==> src/rtl/shreg_arbiter.sv <==
// Round-robin shared owner of a WIDTH-bit universal shift register: grant at E0, load at E1, N shifts at E1..EN.
// Requesters hold req until their done pulse; losers stay pending. At least one IDLE cycle separates operations.
module shreg_arbiter #(
  parameter int WIDTH = 4,
  parameter int CNTW  = 3
) (
  input  logic             clk,
  input  logic             rst,
  input  logic [1:0]       req,
  input  logic [1:0]       cmd0,
  input  logic [1:0]       cmd1,
  input  logic [WIDTH-1:0] din0,
  input  logic [WIDTH-1:0] din1,
  input  logic [CNTW-1:0]  cnt0,
  input  logic [CNTW-1:0]  cnt1,
  input  logic             sin,
  output logic [1:0]       gnt,
  output logic             busy,
  output logic             done,
  output logic [WIDTH-1:0] q
);

  localparam logic [1:0] IDLE = 2'd0;
  localparam logic [1:0] EXEC = 2'd1;
  localparam logic [1:0] DONE = 2'd2;

  localparam logic [1:0] CMD_LOAD = 2'd0;
  localparam logic [1:0] CMD_SHL  = 2'd1;
  localparam logic [1:0] CMD_SHR  = 2'd2;
  localparam logic [1:0] CMD_ROL  = 2'd3;

  logic [1:0]       state;
  logic             ptr;
  logic [1:0]       op_cmd;
  logic [WIDTH-1:0] op_din;
  logic [CNTW-1:0]  rem;
  logic             win;
  logic [WIDTH-1:0] q_next;

  // The pointer only matters when both requesters are asking at once.
  always_comb begin
    win = (req == 2'b11) ? ptr : req[1];
  end

  always_comb begin
    q_next = q;
    case (op_cmd)
      CMD_SHL:  q_next = {q[WIDTH-2:0], sin};
      CMD_SHR:  q_next = {sin, q[WIDTH-1:1]};
      CMD_ROL:  q_next = {q[WIDTH-2:0], q[WIDTH-1]};
      default:  q_next = op_din;
    endcase
  end

  always_ff @(posedge clk or negedge rst) begin
    if (!rst) begin
      state  <= IDLE;
      ptr    <= 1'b0;
      gnt    <= 2'b00;
      op_cmd <= CMD_LOAD;
      op_din <= '0;
      rem    <= '0;
      q      <= '0;
    end else begin
      case (state)
        IDLE: begin
          if (req != 2'b00) begin
            gnt    <= win ? 2'b10 : 2'b01;
            op_cmd <= win ? cmd1 : cmd0;
            op_din <= win ? din1 : din0;
            rem    <= win ? cnt1 : cnt0;
            state  <= EXEC;
          end
        end
        EXEC: begin
          if (op_cmd == CMD_LOAD) begin
            q     <= op_din;
            state <= DONE;
          end else if (rem == '0) begin
            state <= DONE;
          end else begin
            q   <= q_next;
            rem <= rem - CNTW'(1);
            if (rem == CNTW'(1)) state <= DONE;
          end
        end
        DONE: begin
          gnt   <= 2'b00;
          ptr   <= ~gnt[1];
          state <= IDLE;
        end
        default: state <= IDLE;
      endcase
    end
  end

  assign busy = (state == EXEC) || (state == DONE);
  assign done = (state == DONE);

endmodule

==> config.mk <==
export PLATFORM = sky130hd
export DESIGN_NAME = shreg_arbiter
export DESIGN_NICKNAME = d
export VERILOG_FILES = /design/src/rtl/shreg_arbiter.sv
export SDC_FILE = /design/constraint.sdc
export NUM_CORES = 1
export LEC_CHECK = 0
export ABC_AREA = 0
export ABC_CLOCK_PERIOD_IN_PS = 1500
export CORE_UTILIZATION = 43
export DETAILED_ROUTE_END_ITERATION = 16
export PLACE_DENSITY_LB_ADDON = 0.05
export SLEW_MARGIN = 20
export SYNTH_ARGS = -nofsm -noshare
export SYNTH_HDL_FRONTEND = slang
export SYNTH_SLANG_ARGS = --single-unit
==> constraint.sdc <==
create_clock -name clk -period 1.5 [get_ports clk]
set_input_delay 0.3 -clock clk [delete_from_list [all_inputs] [get_ports clk]]
set_output_delay 0.3 -clock clk [all_outputs]
set_load 0.005 [all_outputs]
# Word level (Yosys, flattened, before mapping)
# Index checks and enable logic that the tools add are counted.
# W data, S select, Z words.
[totals] input_bits=23 ff_bits=18 wordCells=52
[classes] n_reduce_logical=12 addsub=1 mux=19 eq_ne=12 n_bitwise=1
[op_table] operator="$mux W2" count=7
[op_table] operator="$mux W3" count=4
[op_table] operator="$mux W4" count=3
[op_table] operator="$pmux W4 S3" count=1
[op_table] operator="$eq A2 B2 Y1 const B" count=4
[op_table] operator="$ne A2 B2 Y1 const B" count=4
[op_table] operator="$pmux W2 S2" count=2
[op_table] operator="$reduce_and A2 Y1" count=4
[op_table] operator="$pmux W3 S2" count=1
[op_table] operator="$reduce_bool A2 Y1" count=3
[op_table] operator="$eq A2 B1 Y1 const B" count=2
[op_table] operator="$logic_not A2 Y1" count=2
[op_table] operator="$ne A4 B4 Y1 const B" count=1
[op_table] operator="$reduce_and A4 Y1" count=1
[op_table] operator="$eq A3 B1 Y1 const B" count=1
[op_table] operator="$logic_not A3 Y1" count=1
[op_table] operator="$sub A3 B1 Y3 const B" count=1
[op_table] operator="$logic_or A1 B1 Y1" count=1
[op_table] operator="$mux W1" count=1
[op_table] operator="$not A1 Y1" count=1

# Longest topological paths before layout
# Gate-level depths: netlist (run 1).
[logic_depth] word_depth=5 mapped_depth=7 ltp_nobuf=6

# Least setup slack after synthesis (run 1)
# OpenSTA, ideal clock, no wires.
[synth_path] kind="reg-to-reg" start="reg state[0]" end="reg rem[2]" slack_ps=11 arrival_time_ps=1356 stages_incl_launch_ff=7 synth_period_minus_slack_ps=1489 setup_time_ps=133 cell_sequence="dfrtp_1 inv_1 ha_1 nor3b_2 nor2_1 a21boi_0 nand4b_1"
[synth_between] elab_chain_cells=3 word_cells_on_any_way=8 classes_between="4 x eq/ne; 1 x mux; 3 x reduce/logical"
[synth_lines] item="start, declared" line_no="32" source="logic [1:0] state;"
[synth_lines] item="start signal, assigned" line_no="57" source="state <= IDLE;"
[synth_lines] item="start signal, assigned" line_no="72" source="state <= EXEC;"
[synth_lines] item="start signal, assigned" line_no="78" source="state <= DONE;"
[synth_lines] item="$eq A2 B1 Y1 / $logic_not A2 Y1 (equally long branches)" line_no="65" source="case (state)"
[synth_lines] item="$ne A2 B2 Y1 (no source line) / $reduce_bool A2 Y1 (equally long branches)"
[synth_lines] item="$reduce_and A4 Y1 (no source line)"
[synth_lines] item="end signal, assigned" line_no="71" source="rem <= win ? cnt1 : cnt0;"
[synth_lines] item="end signal, assigned" line_no="83" source="rem <= rem - CNTW'(1);"
[synth_lines] item="end, declared" line_no="36" source="logic [CNTW-1:0] rem;"
# Parallel ways exist; a longest one is shown, timed or not.
# A chain may end at the register's enable or synchronous reset.

# Worst setup path after layout (run 1)
[layout_path] start="reg state[1]" end="out busy"
[layout_between] elab_chain_cells=2 word_cells_on_any_way=3 classes_between="2 x eq/ne; 1 x reduce/logical"
[layout_lines] item="$eq A2 B1 Y1 / $eq A2 B2 Y1 (equally long branches)" line_no="97" source="assign busy = (state == EXEC) || (state == DONE);"
[layout_lines] item="$logic_or A1 B1 Y1 *" line_no="97"
[layout_lines] item="end, declared" line_no="18" source="output logic busy,"
# Mark *: on every way between the ends. The rest lies on a longest branch, timed or not.

==> results of run 1 <==
state kept, by name (all words and copies together), names as in the netlist:
name    flops
q           4
state       2
gnt         2
rem         3
op_cmd      2
ptr         1
op_din      4
final cells by class:
cell class	instances	area (um^2)
Tap cell	30	37.54
Sequential cell	18	450.4
Clock buffer	4	36.28
Multi-Input combinational cell	84	706.9
Timing Repair Buffer	72	641.9
Inverter	6	27.53
Fill cell	181	576.8
path summary, 6_finish.rpt:
check,end,start,slack (ns),cells after the start
max in group asynchronous,rem[0],rst,0.98,2
worst min register to register,op_din[2],op_din[2],0.53,1
min in group clk,op_din[2],op_din[2],0.53,1
worst max register to register,state[1],state[1],0.05,7
worst max-delay path,busy,state[1],0.01,4
worst min-delay path,op_din[3],rst,0.32,2
per-stage QoR:
| stage | util [%] | TNS, ns | power, W |
|---|---|---|---|
| 2_1_floorplan | - | 0 | 0.001939 |
| 3_3_place_gp | 65.91 | -1.870 | 0.002758 |
| 3_5_place_dp | 65.91 | -2.393 | 0.002816 |
| 4_1_cts | 72.07 | 0 | 0.003429 |
| 5_1_grt | 76.72 | -0.06742 | 0.003998 |
| 6_report | 76.72 | 0 | 0.003702 |
critical path: stages (launching register included):
cell,delay [ns]
dfrtp_1,0.41
buf_6,0.13
inv_6,0.05
ha_4,0.19
buf_6,0.11
metal layers:
layer	vias up	routed length [um]
li1	563	-
met1	550	1356
met2	32	1649
met3	6	138
met4	0	59
met5	-	0
synth_stat cells (2+ instances only):
| master | n | area [um^2] |
|---|---|---|
| dfrtp_1 | 18 | 450.4 |
| nor2_1 | 13 | 48.80 |
| a22o_1 | 7 | 61.31 |
| a32o_1 | 7 | 70.07 |
| a21oi_1 | 6 | 30.03 |
| ha_1 | 6 | 75.07 |
| inv_1 | 6 | 22.52 |
| nand2_1 | 6 | 22.52 |
| o21ai_0 | 5 | 25.02 |
| a21boi_0 | 4 | 30.03 |
| buf_2 | 4 | 20.02 |
| mux2i_1 | 3 | 30.03 |
| and3_1 | 2 | 12.51 |
| nand3b_1 | 2 | 15.01 |
| nand4_1 | 2 | 12.51 |
| nor2b_1 | 2 | 12.51 |
| o21ai_1 | 2 | 10.01 |
| o22a_1 | 2 | 17.52 |
cell families (layout without fill, tap and decap cells):
logic type | after synthesis | after routing
fa+ha+maj | 6 | 6
compound gates | 40 | 40
buf+inv | 13 | 82
mux | 5 | 5
flops | 18 | 18
simple gates | 33 | 33
power groups by stage:
stage               clock network (W)  logic, W  registers (W)
floorplan                           0   0.00109       0.000845
global placement                    0   0.00185       0.000905
detailed placement                  0   0.00190       0.000917
CTS                          0.000326   0.00223       0.000876
global route                 0.000346   0.00274       0.000908
finish                       0.000317   0.00251       0.000879
repair_timing:
| action | in CTS | in global routing |
|---|---|---|
| pin swaps | 0 | 13 |
| setup endpoints to repair | 13 | 18 |
| resized for setup | 20 | 26 |
| setup buffers | 10 | 5 |
==> impl_metrics.toml, run 1 <==
[outcome]
outcome = "finished clean"

[routing]
viasPerCell = 5.379
routed_wl_um = 3202
drt-initial-drc-count = 17
wire_per_inst_um = 14.96
first_pass_iters = 4
vias = 1151
post-route-drc-count = 0
ant_nets = 0

[sta]
final_max_slew_viol_count = 0
period_needed_ns = 1.489
hold_violations = 0
fin_skew_ns = 0.001382
post-route-period-util_pct = 99.28
setup_viol = 0
timing.hold.ws_ns = 0.3176
slew_headroom_pct = 78.37
layout_setup_ws_ns = 0.01073
worst_pin_slew_ns = 0.3232
rsz0062_at_grt = "true"
fmax_mhz = 671.5

[grt]
antenna_found_initial = 0
use_met2_pct = 44.17
grt_max_degree = 19
busiest_layer = "met2"
grt_overflow_total = 0
grt_use_met1_pct = 28.09
grt_pass1_wl_um = 4933
first_global_vias = 1148
grtUsageMet3_pct = 3.448
grtUsageTotal_pct = 24.28

[cells_and_area]
area_growth_pct = 68.59
stdcell_area_mm2 = 0.001901
final_common_cell = "buf_4"
drive_above_1_share_pct = 38.59
final_cell_mix = "buf_4, clkdlybuf4s50_1, dfrtp_1, nor2_1"
fin_nets = 214
final_cell_count_no_fill = 214
antennaDiodeCount = 0

[yosys]
avgSynthCellArea_um2 = 9.803
asyncSetResetFlopFracSynth_pct = 100.0
synth_mux_area_share_pct = 5.660
ys_warn_count = 0
ys_types = 36
synthFlopType = "dfrtp_1"
synth_fp_nets = 144
synth_top_family_by_area = "compound AO/OA/AOI/OAI gates"
yosys.area_share.adder_pct = 6.659
synthSimpleGateAreaFrac_pct = 15.09
ys_ff_latch = 18
syn-cell-area_mm2 = 0.001127
synth_compound_area_share_pct = 26.86
synth_edf_count = 0
syn_inst = 115
synthXorXnorAreaFrac_pct = 0
ys_seq_area_share_pct = 39.96

[placement]
routabilityCongestion = 0.7519
dpl.hpwl_um = 2170
dp_slack_ns = -0.2353
dpl-instance-area_mm2 = 0.001633
port_buffers = 30
place_inst = 196

[power_and_ir_drop]
intPower_w = 0.002312
switching_share_pct = 37.56
leakagePower_nw = 0.9182
ir_drop_mv = 1.548
p_sw_w = 0.001390
seq_power_share_pct = 23.7
power_frac_clock_pct = 8.6
power_frac_comb_pct = 67.7
power.density_mw_per_mm2 = 1948

[floorplan]
pin_count = 31
core-area_mm2 = 0.002477
fp-row-count = 18
die_width_um = 53.20
dieArea_mm2 = 0.002830
die_y_um = 53.20
initial_core_util_pct = 45.51

[clock_tree]
root_buffer = "clkbuf_4"
cts_tree = "yes"
clkLatencyLatePin_ns = 0.30
clock_sinks = 18
cts_max_level = 1
hold_buffers = 0
clk_pin_slew_ns = 0.11
cts.path.max_buffers = 2
numCtsBuffers = 3

[setup_path]
worstPathRequired_ns = 1.20
worst-path-max-fanout = 2
start_kind = "flip-flop"
cp.arrival_ns = 1.19
worstSetupPathType = "flip-flop to primary output"
end_kind = "primary output"

[worst_hold_path]
hp-class = "primary input to asynchronous set/reset pin"

[job]
cap_violations = 0
Note: power is estimated with default switching activity, not from simulation.
==> inputs of run 2 (changes only) <==
- SLEW_MARGIN: 20 -> unset
==> results of run 2 <==
No change in the layout: final DEF, timing and power equal those of run 1.
==> inputs of run 3 (changes only) <==
- TNS_END_PERCENT: unset -> 20
==> run 3 against run 2 <==
Against the previous run: global-route usage down 0.66 points; total power down 8.0%; combinational power down 13%; clock-buffer cell count unchanged; critical endpoint unchanged.
==> impl_metrics.toml, run 3 (same netlist as run 1, synthesis figures left out) <==
[outcome]
outcome = "finished clean"

[power_and_ir_drop]
intPower_w = 0.002109
leakagePower_nw = 0.8046
seq_power_share_pct = 26.5
p_sw_w = 0.001297
power_frac_clock_pct = 9.4
ir_drop_mv = 1.681
power.density_mw_per_mm2 = 1914
power_frac_comb_pct = 64.1
switching_share_pct = 38.08

[cells_and_area]
final_common_cell = "buf_4"
area_growth_pct = 57.82
final_cell_mix = "buf_4, clkdlybuf4s50_1, dfrtp_1, nor2_1"
stdcell_area_mm2 = 0.001779
reg_top3 = "op_din (4), q (4), rem (3)"
drive_above_1_share_pct = 32.95
fin_nets = 206
antennaDiodeCount = 0

[sta]
period_needed_ns = 1.494
fmax_mhz = 669.5
slew_headroom_pct = 78.45
setup_viol = 0
finalSetupTns_ns = 0
post-route-period-util_pct = 99.57
hold_violations = 0
final_max_slew_viol_count = 0
rsz0062_at_grt = "true"
fin_skew_ns = 0.006626
worst_pin_slew_ns = 0.3233

[routing]
post-route-drc-count = 0
vias = 1129
first_pass_iters = 4
wire_per_inst_um = 15.04
viasPerCell = 5.481
ant_nets = 0
drt-initial-drc-count = 13
routed_wl_um = 3098

[setup_path]
regToRegStartpoint = "state[1]"
r2r_cells = 8
reg2reg_slack_ns = 0.04
worst-path-max-fanout = 2
cp.arrival_ns = 1.19
worstSetupPathType = "flip-flop to primary output"
worstPathRequired_ns = 1.20
end_kind = "primary output"
start_kind = "flip-flop"
r2r_end = "state[1]"

[worst_hold_path]
hp-class = "primary input to asynchronous set/reset pin"

[placement]
port_buffers = 30
routabilityCongestion = 0.7519
dpl-instance-area_mm2 = 0.001633
dpl.hpwl_um = 2170

[clock_tree]
numCtsBuffers = 3
clk_pin_slew_ns = 0.12
clock_sinks = 18
cts_tree = "yes"
clkLatencyLatePin_ns = 0.30
cts.path.max_buffers = 2
root_buffer = "clkbuf_4"
hold_buffers = 0
cts_max_level = 1

[grt]
grt_max_degree = 19
grtUsageTotal_pct = 23.62
grt_pass1_wl_um = 4823
first_global_vias = 1101
grt_overflow_total = 0
antenna_found_initial = 0

[floorplan]
initial_core_util_pct = 45.51
dieArea_mm2 = 0.002830
fp-row-count = 18
pin_count = 31
die_y_um = 53.20
die_width_um = 53.20
core-area_mm2 = 0.002477

[job]
cap_violations = 0
==> run 3: cell count changes in the layout (fill, tap and decap cells not counted), sizes merged <==
| cell | before | now |
|---|---|---|
| dlygate4sd2 | 0 | 6 |
| dlymetal6s2s | 6 | 0 |
| buf | 44 | 36 |
==> run 3: timing repair <==
item / in CTS / in global routing
hold endpoints to repair: 0 / 0
resized for setup: 21 / 13
setup endpoints to repair: 13 / 13
pin swaps: 0 / 6
setup buffers: 2 / 4
==> run 3: per-stage QoR <==
| step | worst slack, ns | util (%) | hold slack [ns] | std cells | power (W) |
|---|---|---|---|---|---|
| 6_report | 0.006413 | 71.82 | 0.3176 | 206 | 0.003406 |
| 5_1_grt | -0.05353 | 71.82 | 0.3383 | 206 | 0.003692 |
| 4_1_cts | -0.05567 | 68.03 | 0.3284 | 202 | 0.003140 |
| 3_5_place_dp | -0.2353 | 65.91 | 0.4832 | 196 | 0.002816 |
| 3_3_place_gp | -0.1940 | 65.91 | 0.4697 | 196 | 0.002758 |
| 2_1_floorplan | 0.01106 | - | 0.004409 | 115 | 0.001939 |
==> run 3: worst max-delay path by stage <==
| stage | startpoint | to | slack, ns | cells after the start |
|---|---|---|---|---|
| final | state[1] | busy | 0.006 | 4 |
| after global routing | state[1] | rem[0] | -0.05 | 8 |
| after CTS | state[1] | state[0] | -0.06 | 8 |
| after detailed placement | req[0] | op_cmd[1] | -0.24 | 6 |
| after global placement | req[0] | op_cmd[0] | -0.19 | 5 |
| after floorplan | state[0] | rem[2] | 0.01 | 6 |
==> run 3: final cells by class <==
type | instances | area, um^2
clock buffer | 4 | 36.28
sequential | 18 | 450.4
fill | 210 | 698.2
timing repair buffer | 64 | 548.0
tap | 30 | 37.54
multi-input combinational | 84 | 681.9
inverter | 6 | 25.02
==> run 3: power groups by stage <==
stage / registers (W) / logic (W) / clock network (W)
final: 0.000903 / 0.00218 / 0.000319
after global routing: 0.000937 / 0.00241 / 0.000350
after CTS: 0.000901 / 0.00191 / 0.000326
after detailed placement: 0.000917 / 0.00190 / 0
after global placement: 0.000905 / 0.00185 / 0
after floorplan: 0.000845 / 0.00109 / 0
==> run 3: metal layers <==
layer	routed length, um	up-vias	global-route usage, %
met1	1352	551	28.45
met3	122	4	3.448
li1	-	550	-
met4	44	0	9.211
met5	0	-	0
met2	1578	24	41.46
==> run 3: critical path: stages, from the launching register on <==
cell,delay (ns)
dfrtp_1,0.41
buf_6,0.13
inv_4,0.06
ha_4,0.19
buf_6,0.11
